$ cat config.mk
export PLATFORM = sky130hd
export DESIGN_NAME = pipe_hazard_ctrl_flat
export DESIGN_NICKNAME = d
export VERILOG_FILES = /design/src/rtl/pipe_pkg.sv /design/src/rtl/pipe_hazard_ctrl_if.sv /design/src/rtl/hazard_scoreboard.sv /design/src/rtl/pipe_hazard_ctrl.sv /design/src/flat_wrapper.sv
export SDC_FILE = /design/constraint.sdc
export NUM_CORES = 1
export LEC_CHECK = 0
export CAP_MARGIN = 20
export CORE_ASPECT_RATIO = 1.2
export CORE_MARGIN = 2
export CORE_UTILIZATION = 50
export DETAILED_ROUTE_END_ITERATION = 12
export PLACE_DENSITY = 0.92
export SLEW_MARGIN = 20
export SYNTH_ARGS = -nofsm -noshare
export SYNTH_HDL_FRONTEND = slang
export SYNTH_SLANG_ARGS = --single-unit
$ cat constraint.sdc
create_clock -name clk -period 4.3 [get_ports clk]
set_input_delay 1.075 -clock clk [delete_from_list [all_inputs] [get_ports clk]]
set_output_delay 1.075 -clock clk [all_outputs]
set_load 0.005 [all_outputs]
$ cat src/rtl/pipe_pkg.sv
// Shared types and encodings for the pipeline hazard/forwarding controller.
package pipe_pkg;

  localparam logic [1:0] FWD_REG    = 2'b00;
  localparam logic [1:0] FWD_EXALU  = 2'b01;
  localparam logic [1:0] FWD_MEMALU = 2'b10;
  localparam logic [1:0] FWD_MEMLD  = 2'b11;

  localparam int unsigned MDU_LAT_DEFAULT = 4;

  typedef enum logic [0:0] {
    RUN,
    MDU_BUSY
  } state_e;

  typedef struct packed {
    logic       v;
    logic       wreg;
    logic       m2reg;
    logic [4:0] rn;
  } sb_entry_t;

  // EX ALU results win over anything in MEM; an EX load cannot be forwarded yet.
  function automatic logic [1:0] fwd_sel(input logic ex_hit, input logic ex_ld,
                                         input logic mem_hit, input logic mem_ld);
    logic [1:0] sel;
    sel = FWD_REG;
    if (ex_hit && !ex_ld) begin
      sel = FWD_EXALU;
    end else if (mem_hit) begin
      sel = mem_ld ? FWD_MEMLD : FWD_MEMALU;
    end
    return sel;
  endfunction

endpackage

$ cat src/rtl/pipe_hazard_ctrl_if.sv
// ID-stage <-> hazard controller signal bundle.
interface pipe_hazard_ctrl_if;

  logic       id_valid;
  logic [4:0] id_rs;
  logic [4:0] id_rt;
  logic       id_use_rs;
  logic       id_use_rt;
  logic       id_wreg;
  logic       id_m2reg;
  logic [4:0] id_rn;
  logic       id_mdu;
  logic [1:0] id_pcsource;

  logic       stall;
  logic       bubble;
  logic       ex_hold;
  logic       flush;
  logic [1:0] fwda;
  logic [1:0] fwdb;

  modport master (
    output id_valid, id_rs, id_rt, id_use_rs, id_use_rt, id_wreg, id_m2reg, id_rn,
           id_mdu, id_pcsource,
    input  stall, bubble, ex_hold, flush, fwda, fwdb
  );

  modport slave (
    input  id_valid, id_rs, id_rt, id_use_rs, id_use_rt, id_wreg, id_m2reg, id_rn,
           id_mdu, id_pcsource,
    output stall, bubble, ex_hold, flush, fwda, fwdb
  );

endinterface

$ cat src/rtl/hazard_scoreboard.sv
// EX/MEM destination-register scoreboard with per-source match flags.
module hazard_scoreboard
  import pipe_pkg::*;
(
  input  logic       clk,
  input  logic       rst,
  input  logic       issue,
  input  logic       hold,
  input  logic       id_wreg,
  input  logic       id_m2reg,
  input  logic [4:0] id_rn,
  input  logic [4:0] id_rs,
  input  logic [4:0] id_rt,
  input  logic       id_use_rs,
  input  logic       id_use_rt,
  output logic       ex_hit_rs,
  output logic       ex_hit_rt,
  output logic       mem_hit_rs,
  output logic       mem_hit_rt,
  output logic       ex_m2reg,
  output logic       mem_m2reg
);

  sb_entry_t ex_q, ex_d;
  sb_entry_t mem_q, mem_d;

  function automatic logic entry_match(input sb_entry_t e, input logic [4:0] src,
                                       input logic use_src);
    return e.v && e.wreg && (e.rn == src) && (src != 5'd0) && use_src;
  endfunction

  always_comb begin
    ex_d  = ex_q;
    mem_d = '0;
    if (!hold) begin
      mem_d = ex_q;
      ex_d  = '0;
      if (issue) begin
        ex_d.v     = 1'b1;
        ex_d.wreg  = id_wreg;
        ex_d.m2reg = id_m2reg;
        ex_d.rn    = id_rn;
      end
    end
  end

  always_ff @(posedge clk) begin
    if (rst) begin
      ex_q  <= '0;
      mem_q <= '0;
    end else begin
      ex_q  <= ex_d;
      mem_q <= mem_d;
    end
  end

  always_comb begin
    ex_hit_rs  = entry_match(ex_q, id_rs, id_use_rs);
    ex_hit_rt  = entry_match(ex_q, id_rt, id_use_rt);
    mem_hit_rs = entry_match(mem_q, id_rs, id_use_rs);
    mem_hit_rt = entry_match(mem_q, id_rt, id_use_rt);
    ex_m2reg   = ex_q.m2reg;
    mem_m2reg  = mem_q.m2reg;
  end

endmodule

$ cat src/rtl/pipe_hazard_ctrl.sv
// Interlock and forwarding controller for the 5-stage pipeline: load-use and
// MDU stalls, ID-resolved branch flush, and operand forwarding selects.
module pipe_hazard_ctrl
  import pipe_pkg::*;
#(
  parameter int unsigned MDU_LAT = MDU_LAT_DEFAULT
) (
  input logic              clk,
  input logic              rst,
  pipe_hazard_ctrl_if.slave bus
);

  state_e     state_q, state_d;
  logic [3:0] cnt_q, cnt_d;

  logic issue;
  logic ex_hit_rs, ex_hit_rt, mem_hit_rs, mem_hit_rt;
  logic ex_m2reg, mem_m2reg;
  logic load_use;
  logic busy;

  assign busy  = (state_q == MDU_BUSY);
  assign issue = bus.id_valid && !bus.stall;

  hazard_scoreboard u_scoreboard (
    .clk        (clk),
    .rst        (rst),
    .issue      (issue),
    .hold       (busy),
    .id_wreg    (bus.id_wreg),
    .id_m2reg   (bus.id_m2reg),
    .id_rn      (bus.id_rn),
    .id_rs      (bus.id_rs),
    .id_rt      (bus.id_rt),
    .id_use_rs  (bus.id_use_rs),
    .id_use_rt  (bus.id_use_rt),
    .ex_hit_rs  (ex_hit_rs),
    .ex_hit_rt  (ex_hit_rt),
    .mem_hit_rs (mem_hit_rs),
    .mem_hit_rt (mem_hit_rt),
    .ex_m2reg   (ex_m2reg),
    .mem_m2reg  (mem_m2reg)
  );

  always_ff @(posedge clk) begin
    if (rst) begin
      state_q <= RUN;
      cnt_q   <= 4'd0;
    end else begin
      state_q <= state_d;
      cnt_q   <= cnt_d;
    end
  end

  always_comb begin
    state_d = state_q;
    cnt_d   = cnt_q;
    unique case (state_q)
      RUN: begin
        if (issue && bus.id_mdu) begin
          state_d = MDU_BUSY;
          cnt_d   = 4'(MDU_LAT - 1);
        end
      end
      MDU_BUSY: begin
        cnt_d = cnt_q - 4'd1;
        if (cnt_q == 4'd1) begin
          state_d = RUN;
        end
      end
      default: begin
        state_d = RUN;
        cnt_d   = 4'd0;
      end
    endcase
  end

  // An EX load can only be consumed from MEM, so it costs one stall cycle.
  assign load_use = (ex_hit_rs || ex_hit_rt) && ex_m2reg;

  always_comb begin
    bus.ex_hold = busy;
    bus.stall   = busy || load_use;
    bus.bubble  = !busy && load_use;
    bus.flush   = bus.id_valid && (bus.id_pcsource != 2'b00) && !bus.stall;
    bus.fwda    = fwd_sel(ex_hit_rs, ex_m2reg, mem_hit_rs, mem_m2reg);
    bus.fwdb    = fwd_sel(ex_hit_rt, ex_m2reg, mem_hit_rt, mem_m2reg);
  end

endmodule

$ cat src/flat_wrapper.sv
// flat-port wrapper written by rule: the top's interface ports become plain ports
module pipe_hazard_ctrl_flat import pipe_pkg::*;
#(
  parameter int unsigned MDU_LAT = MDU_LAT_DEFAULT
)
  (clk, rst, bus_id_valid, bus_id_rs, bus_id_rt, bus_id_use_rs, bus_id_use_rt, bus_id_wreg, bus_id_m2reg, bus_id_rn, bus_id_mdu, bus_id_pcsource, bus_stall, bus_bubble, bus_ex_hold, bus_flush, bus_fwda, bus_fwdb);
  pipe_hazard_ctrl_if bus_i ();
  input logic clk;
  input logic rst;
  input wire logic [$bits(bus_i.id_valid)-1:0] bus_id_valid;
  input wire logic [$bits(bus_i.id_rs)-1:0] bus_id_rs;
  input wire logic [$bits(bus_i.id_rt)-1:0] bus_id_rt;
  input wire logic [$bits(bus_i.id_use_rs)-1:0] bus_id_use_rs;
  input wire logic [$bits(bus_i.id_use_rt)-1:0] bus_id_use_rt;
  input wire logic [$bits(bus_i.id_wreg)-1:0] bus_id_wreg;
  input wire logic [$bits(bus_i.id_m2reg)-1:0] bus_id_m2reg;
  input wire logic [$bits(bus_i.id_rn)-1:0] bus_id_rn;
  input wire logic [$bits(bus_i.id_mdu)-1:0] bus_id_mdu;
  input wire logic [$bits(bus_i.id_pcsource)-1:0] bus_id_pcsource;
  output wire logic [$bits(bus_i.stall)-1:0] bus_stall;
  output wire logic [$bits(bus_i.bubble)-1:0] bus_bubble;
  output wire logic [$bits(bus_i.ex_hold)-1:0] bus_ex_hold;
  output wire logic [$bits(bus_i.flush)-1:0] bus_flush;
  output wire logic [$bits(bus_i.fwda)-1:0] bus_fwda;
  output wire logic [$bits(bus_i.fwdb)-1:0] bus_fwdb;
  assign bus_i.id_valid = bus_id_valid;
  assign bus_i.id_rs = bus_id_rs;
  assign bus_i.id_rt = bus_id_rt;
  assign bus_i.id_use_rs = bus_id_use_rs;
  assign bus_i.id_use_rt = bus_id_use_rt;
  assign bus_i.id_wreg = bus_id_wreg;
  assign bus_i.id_m2reg = bus_id_m2reg;
  assign bus_i.id_rn = bus_id_rn;
  assign bus_i.id_mdu = bus_id_mdu;
  assign bus_i.id_pcsource = bus_id_pcsource;
  assign bus_stall = bus_i.stall;
  assign bus_bubble = bus_i.bubble;
  assign bus_ex_hold = bus_i.ex_hold;
  assign bus_flush = bus_i.flush;
  assign bus_fwda = bus_i.fwda;
  assign bus_fwdb = bus_i.fwdb;
  pipe_hazard_ctrl #(.MDU_LAT(MDU_LAT)) u_core (.clk(clk), .rst(rst), .bus(bus_i));
endmodule
Yosys cells after proc, flatten, opt, wreduce, memory -nomap -nowiden
Cells that the tools add are included.
{"block": "classes", "muxes": 11, "n_eq_ne": 6, "n_reduce_logical": 31, "bitwise": 1, "addsub": 1}
{"op": "logical AND 1 bit", "count": 22}
{"op": "== test 5 bit", "count": 4}
{"op": "nonzero test 5 bit", "count": 2}
{"op": "two-way mux 2 bit", "count": 4}
{"op": "two-way mux 8 bit", "count": 1}
{"op": "case mux 4 bit (2 select lines)", "count": 1}
{"op": "== test 4 x 1 -> 1 bit (second input constant)", "count": 1}
{"op": "two-way mux 4 bit", "count": 1}
{"op": "subtractor 4 x 1 -> 4 bit (second input constant)", "count": 1}
{"op": "zero test 1 bit", "count": 3}
{"op": "two-way mux 1 bit", "count": 3}
{"op": "logical OR 1 bit", "count": 2}
{"op": "inequality test 2 x 1 -> 1 bit (second input constant)", "count": 1}
{"op": "case mux 1 bit (2 select lines)", "count": 1}
{"op": "nonzero test 2 bit", "count": 1}
{"op": "OR reduction 2 bit", "count": 1}
{"op": "inverter 1 bit", "count": 1}
{"block": "totals", "out_inout_bits": 8, "ff_bits": 21, "word_cells": 60}

Depth between registers and ports, before layout
Gate-level depths: netlist of the first run.
{"block": "depth", "ltp_word": 12, "depth_mapped": 6, "ltp_nobuf": 5}

Modules after synthesis
From an unflattened synthesis of the first run, not the netlist that was laid out.
{"block": "hier_totals", "cells_unflattened": 120, "hier_area_um2": 1084.8}
{"module": "hazard_scoreboard", "area_per_inst_um2": 747.0, "instances": 1, "cells_each": 79}
{"module": "pipe_hazard_ctrl", "area_per_inst_um2": 337.8, "instances": 1, "cells_each": 41}

Worst setup path before layout of the first run
No wires, ideal clock.
{"block": "synth_timing", "path_type": "input to output", "start": "input bus_id_rs[1]", "end": "output bus_flush", "cell_stages": 6, "t_required_ns": 3.225, "setup_slack_ns": 0.878, "t_arrival_ns": 2.347, "cell_sequence": "or4_1 o21ai_2 nor3_1 o21a_4 buf_6 nor3_2"}
{"block": "synth_via", "elab_chain_cells": 9, "elab_cells_between_ends": 10, "classes_between": "1 x eq/ne; 9 x reduce/logical"}
{"element": "start: declaration", "line_no": "flat_wrapper.sv:11", "rtl": "input wire logic [$bits(bus_i.id_rs)-1:0] bus_id_rs;"}
{"element": "== test 5 bit", "line_no": "hazard_scoreboard.sv:29", "rtl": "return e.v && e.wreg && (e.rn == src) && (src != 5'd0) && use_src;"}
{"element": "logical AND 1 bit", "line_no": "hazard_scoreboard.sv:29"}
{"element": "logical AND 1 bit * (2 in a row)", "line_no": "hazard_scoreboard.sv:29"}
{"element": "logical OR 1 bit *", "line_no": "pipe_hazard_ctrl.sv:79", "rtl": "assign load_use = (ex_hit_rs || ex_hit_rt) && ex_m2reg;"}
{"element": "logical AND 1 bit *", "line_no": "pipe_hazard_ctrl.sv:79"}
{"element": "logical OR 1 bit *", "line_no": "pipe_hazard_ctrl.sv:83", "rtl": "bus.stall = busy || load_use;"}
{"element": "zero test 1 bit *", "line_no": "pipe_hazard_ctrl.sv:85", "rtl": "bus.flush = bus.id_valid && (bus.id_pcsource != 2'b00) && !bus.stall;"}
{"element": "logical AND 1 bit *", "line_no": "pipe_hazard_ctrl.sv:85"}
{"element": "end: declaration", "line_no": "flat_wrapper.sv:23", "rtl": "output wire logic [$bits(bus_i.flush)-1:0] bus_flush;"}
Mark *: on every way between the ends. The rest lies on a longest branch, timed or not.

Worst setup path after layout of the first run
{"block": "layout_timing", "start": "input bus_id_rt[0]", "end": "output bus_bubble"}
{"block": "layout_via", "elab_chain_cells": 7, "elab_cells_between_ends": 8, "classes_between": "1 x eq/ne; 7 x reduce/logical"}
{"element": "start: declaration", "line_no": "flat_wrapper.sv:12", "rtl": "input wire logic [$bits(bus_i.id_rt)-1:0] bus_id_rt;"}
{"element": "== test 5 bit", "line_no": "hazard_scoreboard.sv:29"}
{"element": "logical AND 1 bit", "line_no": "hazard_scoreboard.sv:29"}
{"element": "logical AND 1 bit * (2 in a row)", "line_no": "hazard_scoreboard.sv:29"}
{"element": "logical OR 1 bit *", "line_no": "pipe_hazard_ctrl.sv:79"}
{"element": "logical AND 1 bit *", "line_no": "pipe_hazard_ctrl.sv:79"}
{"element": "logical AND 1 bit *", "line_no": "pipe_hazard_ctrl.sv:84", "rtl": "bus.bubble = !busy && load_use;"}
{"element": "end: declaration", "line_no": "flat_wrapper.sv:21", "rtl": "output wire logic [$bits(bus_i.bubble)-1:0] bus_bubble;"}
Marked as above.

==> results.md, run 1 <==
- Final worst slack: 0.0527 ns
- Design Area, Final: 1660 um^2
- CP Capture Type: output pin
- Req. time, crit path: 3.22 ns
- Yosys top cell by area: dfxtp_1
- Buffers on Ports: 32
- Worst-path clk slew: 0.12 ns
- CTS root buffer: clkbuf_4
- Worst R2R Path Depth: 6
- Period utilization: 98.8%
- Worst-Skew Late Latency: 0.30 ns
- Max Slew Vio Count: 0
- Slew margin rel.: 56.7%
- H-tree depth: 1
- Top cells by count, synth: dfxtp_1 (21), xnor2_1 (20), nand2_1 (14)
- Initial antenna violation count: 0
- Most common flop cell mapped by yosys: dfxtp_1
- Starting Density: 52.0%
- RSZ-0062 raised after global routing: false
- EDFF count, synth: 0
- Max Cap Viol: 0
- First-pass GRT wire length: 4.40 mm
- #FFs+latches synth: 21
- Rows: 19
- Setup tns final: 0 ns
- Syn Inst Count: 131
- Cell Pwr Density: 255 nW/um^2
- Layout cells sized above 1: 19.3%
- DP Wirelength: 2.19 mm
- Syn avg cell area: 8.97 um^2
- Highest Clock Rate: 235 MHz
- Total gr overflow: 0
- Number of global-route vias before repair: 1,133
- Worst Setup EP: bus_bubble
- Worst-path maximum fanout: 3
- Vias per cell: 5.32
- Final setup fails: 0
- Pre-CTS WS: 0.00208 ns
- Static Leak: 0.641 nW
- Detailed Route Iter0 Violations: 13
- Reg2reg start: u_core.u_scoreboard.ex_q[3]
- FF-to-FF setup slack: 2.71 ns
- Final Wtd Congestion: 0.879
- Drt drc: 0
- Die height: 57.1 um
- Reg-to-reg endpoint: u_core.u_scoreboard.ex_q[1]
- CTS tree: built
- Die W: 48.3 um
- Mapped Nets: 158
- VDD IR max: 200 uV
- Hold Fails Final Rpt: 0
- Async SR Flop Fraction: 0%
- CTS Buf Count: 3
- Wire per inst: 14.2 um
- Die ar.: 2760 um^2
- Most common cell in the synthesized netlist: dfxtp_1
- Hold buffers post-CTS: 0
- Final Skew: 0.00115 ns
- Hold_ws: 0.490 ns
- Yosys cell types: 32
- Tightest Pin Transition: 0.648 ns
- GRT Util Overall: 21.6%
- Top cell type's share of synthesized area: 35.8%
- I/O Pins: 33
- Placed cell areas: 1600 um^2
- Min Tclk post-route: 4.25 ns
- Largest cells by area after synthesis: dfxtp_1 (36%), xnor2_1 (15%), o21ai_2 (6.0%)
- Via Count: 1,101
- Worst setup SP type: input pin
- CP Launch Point: bus_id_rt[0]
- Final WL: 2.93 mm
- Hold path cells: 2
- Core Util, Final: 73.4%
- Post-DRT Antenna Nets: 0
- Cell Area, Synth: 1170 um^2
- CTS max path bufs: 2
- NumNets Final: 204
- Synthesis Warnings: 0
- Fill count: 166
- WS Path Type: input pin to output pin
- Area growth, synth to finish: 41.1%
- ANT cells: 0
- CP arrival: 3.17 ns
- Worst Hold Class: flop to flop
- Core area: 2260 um^2
- Status: completed
- First-pass DRT Iterations: 4
- Pin count of the biggest net entering global routing: 19
- CTS Sinks: 21
- Sequential area share after synthesis: 35.8%
[area by class of cell]
type | instances | area (um^2) | share of cell area [%]
clock buffers | 3 | 22.5 | 1.36
clock inverters | 1 | 5.00 | 0.302
inverters | 2 | 7.51 | 0.453
multi-input cells | 103 | 733 | 44.2
flip-flops and latches | 21 | 420 | 25.4
well taps | 31 | 38.8 | 2.34
repair buffers | 46 | 430 | 26.0
[worst min-delay path by stage]
stage,start,to,slack [ns]
global route,u_core.u_scoreboard.ex_q[7],u_core.u_scoreboard.ex_q[7],0.52
detailed placement,u_core.u_scoreboard.ex_q[7],u_core.u_scoreboard.ex_q[7],0.47
finish,u_core.u_scoreboard.ex_q[7],u_core.u_scoreboard.ex_q[7],0.49
floorplan,u_core.u_scoreboard.ex_q[7],u_core.u_scoreboard.ex_q[7],0.46
global placement,u_core.u_scoreboard.ex_q[7],u_core.u_scoreboard.ex_q[7],0.47
CTS,u_core.u_scoreboard.ex_q[7],u_core.u_scoreboard.ex_q[7],0.49
[critical path, stage by stage]
cell,delay [ns]
clkdlybuf4s50_1,0.42
or4_4,0.57
o21ai_4,0.18
nor3_2,0.08
o21ai_1,0.19
buf_4,0.16
nor2_1,0.04
clkdlybuf4s50_1,0.45
[stage by stage]
step           instances  power (mW)
2_1_floorplan        131       0.276
3_3_place_gp         201       0.323
3_5_place_dp         201       0.328
4_1_cts              205       0.420
5_1_grt              207       0.443
6_report             207       0.423
[report_power, final]
group,total [mW],leakage (nW),internal [mW],switching (mW)
Sequential,0.223,0.172,0.207,0.0153
Combinational,0.105,0.451,0.0623,0.0426
Clock,0.0953,0.0177,0.0347,0.0606
[logic make-up (layout without fill, tap and decap cells)]
logic type / count (synthesis) / after routing / share of synthesized area, %
AO/OA/AOI/OAI: 21 / 21 / 14.7
XOR/XNOR: 23 / 23 / 17.1
adder cells (fa/ha/maj): 2 / 2 / 2.13
buffers and inverters: 7 / 52 / 2.88
flip-flops: 21 / 21 / 35.8
multiplexers: 1 / 1 / 0.852
AND/OR/NAND/NOR: 56 / 56 / 26.5
[layout by cell type (no fill, tap or decap), drive strengths merged, types with 2 or more instances in the layout]
master         synthesis  layout
dfxtp                 21      21
inv                    2       2
nor4                   4       4
and2                   8       8
nand2                 14      14
nand3                 10      10
nand4                  4       4
nand2b                 2       2
dlymetal6s2s           0       2
xnor2                 20      20
ha                     2       2
xor2                   3       3
o21ai                 15      15
clkdlybuf4s50          0      30
nor2                   4       4
nor3                   3       3
a21o                   2       2
buf                    2      14
or4                    2       2
nor2b                  3       3
clkbuf                 3       3
[flip-flops by register name, summed over array words and instances, names as in the netlist]
signal / cells
u_core.bus.ex_hold: 1
u_core.u_scoreboard.ex_q: 7
u_core.cnt_q: 4
u_core.u_scoreboard.ex_m2reg: 1
u_core.u_scoreboard.mem_q: 7
u_core.u_scoreboard.mem_m2reg: 1
[per-layer routing]
metal  GRT usage, %  vias up  routed length, um
li1               -      542                  -
met1           21.8      512               1140
met2           39.8       36               1600
met3           2.85       11                117
met4           10.4        0                 76
met5              0        -                  0
[what timing repair did]
item | in CTS | in global routing
pin swaps | 0 | 3
setup endpoints to repair | 2 | 3
gates cloned | 0 | 0
buffers inserted | 0 | 2
gates resized for setup | 1 | 4
Power figures use the tool's default switching activity.
==> run 2, diff against run 1 <==
--- a/config.mk
+++ b/config.mk
@@ -5,9 +5,10 @@
 export SDC_FILE = /design/constraint.sdc
 export NUM_CORES = 1
 export LEC_CHECK = 0
+export ABC_CLOCK_PERIOD_IN_PS = 4900
 export CAP_MARGIN = 20
 export CORE_ASPECT_RATIO = 1.2
-export CORE_MARGIN = 2
+export CORE_MARGIN = 1
 export CORE_UTILIZATION = 50
 export DETAILED_ROUTE_END_ITERATION = 12
 export PLACE_DENSITY = 0.92
==> constraint.sdc (replaced) <==
create_clock -name clk -period 4.9 [get_ports clk]
set_input_delay 1.225 -clock clk [delete_from_list [all_inputs] [get_ports clk]]
set_output_delay 1.225 -clock clk [all_outputs]
set_load 0.005 [all_outputs]
==> results.md, run 2 (synthesis results as in run 1) <==
- Status: completed (unchanged)
- Cell family with most CP delay: buffers and inverters (unchanged)
- ANT cells: 0 (unchanged)
- NumNets Final: 192 (was 204)
- Die W: 46.3 um (was 48.3 um)
- Static Leak: 0.550 nW (was 0.641 nW)
- GRT Util Overall: 22.8% (was 21.6%)
- Layout cells sized above 1: 12.2% (was 19.3%)
- Worst Hold Class: flop to flop (unchanged)
- Reg-to-reg endpoint: u_core.cnt_q[1] (was u_core.u_scoreboard.ex_q[1])
- Worst-path clk slew: 0.11 ns (was 0.12 ns)
- Hold buffers post-CTS: 0 (unchanged)
- CTS root buffer: clkbuf_4 (unchanged)
- Internal cell power: 261 uW (was 304 uW)
- Setup tns final: 0 ns (unchanged)
- Pre-CTS WS: 0.192 ns (was 0.00208 ns)
- Comb power frac: 23.4% (was 24.8%)
- Most frequent cells in the layout: clkdlybuf4s50_1 (32), dfxtp_1 (21), xnor2_1 (20), nand2_1 (14), nand3_1 (10) (was clkdlybuf4s50_1 (30), dfxtp_1 (21), xnor2_1 (19), nand2_1 (14), buf_4 (14))
- Total power: 360 uW (was 423 uW)
- Slew margin rel.: 35.5% (was 56.7%)
- First-pass DRT Iterations: 4 (unchanged)
- FF-to-FF setup slack: 3.12 ns (was 2.71 ns)
- Max Cap Viol: 0 (unchanged)
- Largest registers: u_core.u_scoreboard.ex_q (7), u_core.u_scoreboard.mem_q (7), u_core.cnt_q (4) (unchanged)
- CTS Sinks: 21 (unchanged)
- Die ar.: 2550 um^2 (was 2760 um^2)
- Crit path buffers/inverters: 2 (was 3)
- CP Capture Type: output pin (unchanged)
- Total gr overflow: 0 (unchanged)
- Post-DRT Antenna Nets: 0 (unchanged)
- H-tree depth: 1 (unchanged)
- CP Cell Sequence: clkdlybuf4s50_1, or4_4, o21ai_4, nor3_2, o21ai_0, nand2b_1, clkdlybuf4s50_1 (was clkdlybuf4s50_1, or4_4, o21ai_4, nor3_2, o21ai_1, buf_4, nor2_1, clkdlybuf4s50_1)
- Most common cell after layout, fill and taps aside: clkdlybuf4s50_1 (unchanged)
- Wire per inst: 13.9 um (was 14.2 um)
- Critical path's largest stage delay: 0.59 ns (was 0.57 ns)
- CTS tree: built (unchanged)
- Final std cells w/o fill: 194 (was 207)
- Req. time, crit path: 3.67 ns (was 3.22 ns)
- Reg2reg start: u_core.bus.ex_hold (was u_core.u_scoreboard.ex_q[3])
- Final setup fails: 0 (unchanged)
- I/O Pins: 33 (unchanged)
- WS Path Type: input pin to output pin (unchanged)
- Highest Clock Rate: 212 MHz
- Clk pwr share: 22.4% (was 22.6%)
- Max Slew Vio Count: 0 (unchanged)
- Fill count: 155 (was 166)
- Crit-path most repeated cell: clkdlybuf4s50_1 (unchanged)
- Post-CTS sizing: 0 (was 1)
- Critical path depth: 7 (was 8)
- Hold Fails Final Rpt: 0 (unchanged)
- DP Wirelength: 2.18 mm (was 2.19 mm)
- Detailed Route Iter0 Violations: 39 (was 13)
- Net Sw Frac: 27.5% (was 28.0%)
- Min Tclk post-route: 4.72 ns
- Storage element area: 420 um^2 (unchanged)
- Worst-path maximum fanout: 3 (unchanged)
- Worst setup SP type: input pin (unchanged)
- Area growth, synth to finish: 31.8% (was 41.1%)
- Pin count of the biggest net entering global routing: 19 (unchanged)
- Hold_ws: 0.501 ns (was 0.490 ns)
- Placed Instances: 190 (was 201)
- CTS Buf Count: 3 (unchanged)
- NetSw: 99.2 uW (was 118 uW)
- Core area: 2140 um^2 (was 2260 um^2)
- Final WL: 2.69 mm (was 2.93 mm)
- Worst R2R Path Depth: 3 (was 6)
- First-pass GRT wire length: 4.12 mm (was 4.40 mm)
- Final worst slack: 0.183 ns (was 0.0527 ns)
- Die height: 55.1 um (was 57.1 um)
- CTS max path bufs: 2 (unchanged)
- Starting Density: 54.9% (was 52.0%)
- Rows: 18 (was 19)
- Cell Pwr Density: 232 nW/um^2 (was 255 nW/um^2)
- Multi-input logic area: 721 um^2 (was 733 um^2)
- RSZ-0062 raised after global routing: false (unchanged)
- Setup Buffers After CTS: 0 (unchanged)
- Number of global-route vias before repair: 992 (was 1,133)
- CP Launch Point: bus_id_rt[0] (unchanged)
- Buffers on Ports: 32 (unchanged)
- Max stage delay cell, worst path: or4_4 (unchanged)
- Final Wtd Congestion: 0.873 (was 0.879)
- Tightest Pin Transition: 0.964 ns (was 0.648 ns)
- Reg power frac: 54.2% (was 52.6%)
- VDD IR max: 227 uV (was 200 uV)
- Period utilization: 96.3%
- Worst-Skew Late Latency: 0.29 ns (was 0.30 ns)
- Drt drc: 0 (unchanged)
- Final Skew: 0.00214 ns (was 0.00115 ns)
- Worst Setup EP: bus_stall (was bus_bubble)
- Initial antenna violation count: 0 (unchanged)
- Vias per cell: 5.40 (was 5.32)
- CP arrival: 3.49 ns (was 3.17 ns)
- Via Count: 1,047 (was 1,101)
==> run 2: changes by cell type in the layout (fill, tap and decap cells not counted), sizes merged <==
cell	before	now
clkdlybuf4s50	30	32
dlymetal6s2s	2	0
buf	14	2
==> run 2: worst register-to-register path: stages (launching register included) <==
cell and delay [ns]:
dfxtp_1 0.44, nor2_1 0.79, nand3_1 0.28, o21ai_1 0.20
==> run 2: area by class of cell <==
cell class | instances | share of cell area [%]
multi-input combinational | 103 | 46.5
sequential | 21 | 27.1
timing repair buffer | 34 | 21.6
tap | 30 | 2.42
clock buffer | 3 | 1.45
inverter | 2 | 0.485
clock inverter | 1 | 0.323
==> run 2: power groups by stage <==
| stage | Sequential, mW | Combinational (mW) | Clock, mW |
|---|---|---|---|
| after detailed placement | 0.199 | 0.0837 | 0 |
| after global routing | 0.197 | 0.0908 | 0.0882 |
| after global placement | 0.198 | 0.0794 | 0 |
| after floorplan | 0.194 | 0.0485 | 0 |
| after CTS | 0.195 | 0.0844 | 0.0833 |
| final | 0.195 | 0.0843 | 0.0805 |
==> run 2: how the worst min path moves through the flow <==
stage | start | to | depth (start not counted)
2_1_floorplan | u_core.u_scoreboard.ex_q[7] | u_core.u_scoreboard.ex_q[7] | 2
3_5_place_dp | u_core.u_scoreboard.ex_q[7] | u_core.u_scoreboard.ex_q[7] | 2
4_1_cts | u_core.u_scoreboard.ex_q[7] | u_core.u_scoreboard.ex_q[7] | 2
6_report | u_core.u_scoreboard.ex_q[7] | u_core.u_scoreboard.ex_q[7] | 2
3_3_place_gp | u_core.u_scoreboard.ex_q[7] | u_core.u_scoreboard.ex_q[7] | 2
5_1_grt | u_core.u_scoreboard.ex_q[7] | u_core.u_scoreboard.ex_q[7] | 2
==> run 2: per-stage QoR <==
stage / utilization (%) / area, um^2
after floorplan: - / 1170
after global placement: 71.1 / 1520
after detailed placement: 71.1 / 1520
after CTS: 72.4 / 1550
after global routing: 72.4 / 1550
final: 72.4 / 1550
==> run 2: routing by layer <==
layer	up-vias	global-route usage, %	wire length [um]
met2	42	43.9	1460
met4	0	9.80	59
met1	479	23.4	1070
li1	519	-	-
met5	-	0	0
met3	7	4.22	98
==> run 3, diff against run 2 <==
--- a/config.mk
+++ b/config.mk
@@ -10,7 +10,10 @@
 export CORE_ASPECT_RATIO = 1.2
 export CORE_MARGIN = 1
 export CORE_UTILIZATION = 50
+export CTS_BUF_LIST = sky130_fd_sc_hd__clkbuf_8 sky130_fd_sc_hd__clkbuf_16
+export CTS_CLUSTER_SIZE = 28
 export DETAILED_ROUTE_END_ITERATION = 12
+export HOLD_SLACK_MARGIN = 0.06
 export PLACE_DENSITY = 0.92
 export SLEW_MARGIN = 20
 export SYNTH_ARGS = -nofsm -noshare
==> results.md, run 3 (synthesis results as in run 1) <==
- Max Slew Vio Count: 0 (unchanged)
- Status: completed (unchanged)
- Pre-CTS WS: 0.192 ns (unchanged)
- Reg power frac: 49.9% (was 54.2%)
- Post-DRT Antenna Nets: 0 (unchanged)
- Comb power frac: 21.6% (was 23.4%)
- Number of global-route vias before repair: 988 (was 992)
- Net Sw Frac: 26.7% (was 27.5%)
- Total power: 392 uW (was 360 uW)
- CTS Sinks: 21 (unchanged)
- CTS max path bufs: 2 (unchanged)
- Highest Clock Rate: 211 MHz (was 212 MHz)
- First-pass DRT Iterations: 4 (unchanged)
- GRT Util Overall: 23.5% (was 22.8%)
- Placed Instances: 190 (unchanged)
- Final std cells w/o fill: 194 (unchanged)
- Worst setup SP type: input pin (unchanged)
- I/O Pins: 33 (unchanged)
- Design Area, Final: 1570 um^2 (was 1550 um^2)
- NumNets Final: 192 (unchanged)
- Final worst slack: 0.162 ns (was 0.183 ns)
- Hold buffers post-CTS: 0 (unchanged)
- Die ar.: 2550 um^2 (unchanged)
- FF-to-FF setup slack: 3.09 ns (was 3.12 ns)
- CTS root buffer: clkbuf_8 (was clkbuf_4)
- Slew margin rel.: 33.3% (was 35.5%)
- Core area: 2140 um^2 (unchanged)
- Final Skew: 0.00142 ns (was 0.00214 ns)
- Starting Density: 54.9% (unchanged)
- Worst-path clk slew: 0.07 ns (was 0.11 ns)
- Internal cell power: 287 uW (was 261 uW)
- DP Wirelength: 2.18 mm (unchanged)
- Detailed Route Iter0 Violations: 22 (was 39)
- CP arrival: 3.51 ns (was 3.49 ns)
- Post-CTS sizing: 0 (unchanged)
- Period utilization: 96.7% (was 96.3%)
- Buffers on Ports: 32 (unchanged)
- Final WL: 2.77 mm (was 2.69 mm)
- Max Cap Viol: 0 (unchanged)
- Min Tclk post-route: 4.74 ns (was 4.72 ns)
- Wire per inst: 14.3 um (was 13.9 um)
- Placed cell areas: 1520 um^2 (unchanged)
- Area growth, synth to finish: 33.4% (was 31.8%)
- Via Count: 1,056 (was 1,047)
- Tightest Pin Transition: 0.996 ns (was 0.964 ns)
- Largest registers: u_core.u_scoreboard.ex_q (7), u_core.u_scoreboard.mem_q (7), u_core.cnt_q (4) (unchanged)
- CP Capture Type: output pin (unchanged)
- H-tree depth: 1 (unchanged)
- Final setup fails: 0 (unchanged)
- Setup tns final: 0 ns (unchanged)
- Most frequent cells in the layout: clkdlybuf4s50_1 (32), dfxtp_1 (21), xnor2_1 (20), nand2_1 (14), nand3_1 (10) (unchanged)
- Cell Pwr Density: 250 nW/um^2 (was 232 nW/um^2)
- Pin count of the biggest net entering global routing: 19 (unchanged)
- Die height: 55.1 um (unchanged)
- Drt drc: 0 (unchanged)
- Final Wtd Congestion: 0.873 (unchanged)
- ANT cells: 0 (unchanged)
- Vias per cell: 5.44 (was 5.40)
- Layout cells sized above 1: 12.2% (unchanged)
- Worst-Skew Late Latency: 0.26 ns (was 0.29 ns)
- Rows: 18 (unchanged)
- Static Leak: 0.558 nW (was 0.550 nW)
- First-pass GRT wire length: 4.13 mm (was 4.12 mm)
- Fill count: 158 (was 155)
- Multi-input logic area: 721 um^2 (unchanged)
- CTS Buf Count: 3 (unchanged)
- WS Path Type: input pin to output pin (unchanged)
- Most common cell after layout, fill and taps aside: clkdlybuf4s50_1 (unchanged)
- RSZ-0062 raised after global routing: false (unchanged)
- Worst-path maximum fanout: 3 (unchanged)
- Core Util, Final: 73.3% (was 72.4%)
- Setup Buffers After CTS: 0 (unchanged)
- Hold Fails Final Rpt: 0 (unchanged)
- VDD IR max: 247 uV (was 227 uV)
- NetSw: 105 uW (was 99.2 uW)
- Req. time, crit path: 3.67 ns (about the same)
- Hold_ws: 0.497 ns (was 0.501 ns)
- Worst Hold Class: flop to flop (unchanged)
- Clk pwr share: 28.5% (was 22.4%)
- Total gr overflow: 0 (unchanged)
- Die W: 46.3 um (unchanged)
- Storage element area: 420 um^2 (unchanged)
- Initial antenna violation count: 0 (unchanged)
- CTS tree: built (unchanged)
-- run 3: power groups by stage --
stage               Clock, mW  Combinational, mW  Sequential [mW]
floorplan                   0             0.0485            0.194
global placement            0             0.0794            0.198
detailed placement          0             0.0837            0.199
CTS                     0.115             0.0845            0.195
global route            0.121             0.0905            0.197
finish                  0.112             0.0847            0.195
-- run 3: final timing paths --
kind,startpoint,to,cells past startpoint
min,u_core.u_scoreboard.ex_q[7],u_core.u_scoreboard.ex_q[7],2
max reg2reg,u_core.bus.ex_hold,u_core.cnt_q[1],3
min reg2reg,u_core.u_scoreboard.ex_q[7],u_core.u_scoreboard.ex_q[7],2
max,bus_id_rs[1],bus_stall,7
-- run 3: layer usage --
layer / global-route usage (%) / up-vias / wire [um]
met5: 0 / - / 0
met4: 11.8 / 0 / 71
met3: 4.22 / 8 / 104
met2: 44.1 / 40 / 1470
met1: 24.4 / 487 / 1130
li1: - / 521 / -
-- run 3: area by class of cell --
type	count	area share (%)
well taps	30	2.39
repair buffers	34	21.4
clock buffers	3	2.63
inverters	2	0.479
clock inverters	1	0.319
multi-input cells	103	46.0
flip-flops and latches	21	26.8
-- run 3: critical path, stage by stage --
cell and delay [ns]:
clkdlybuf4s50_1 0.49, or4_1 0.59, o21ai_2 0.18, nor3_1 0.10
o21ai_0 0.39, nand2b_1 0.09, clkdlybuf4s50_1 0.45
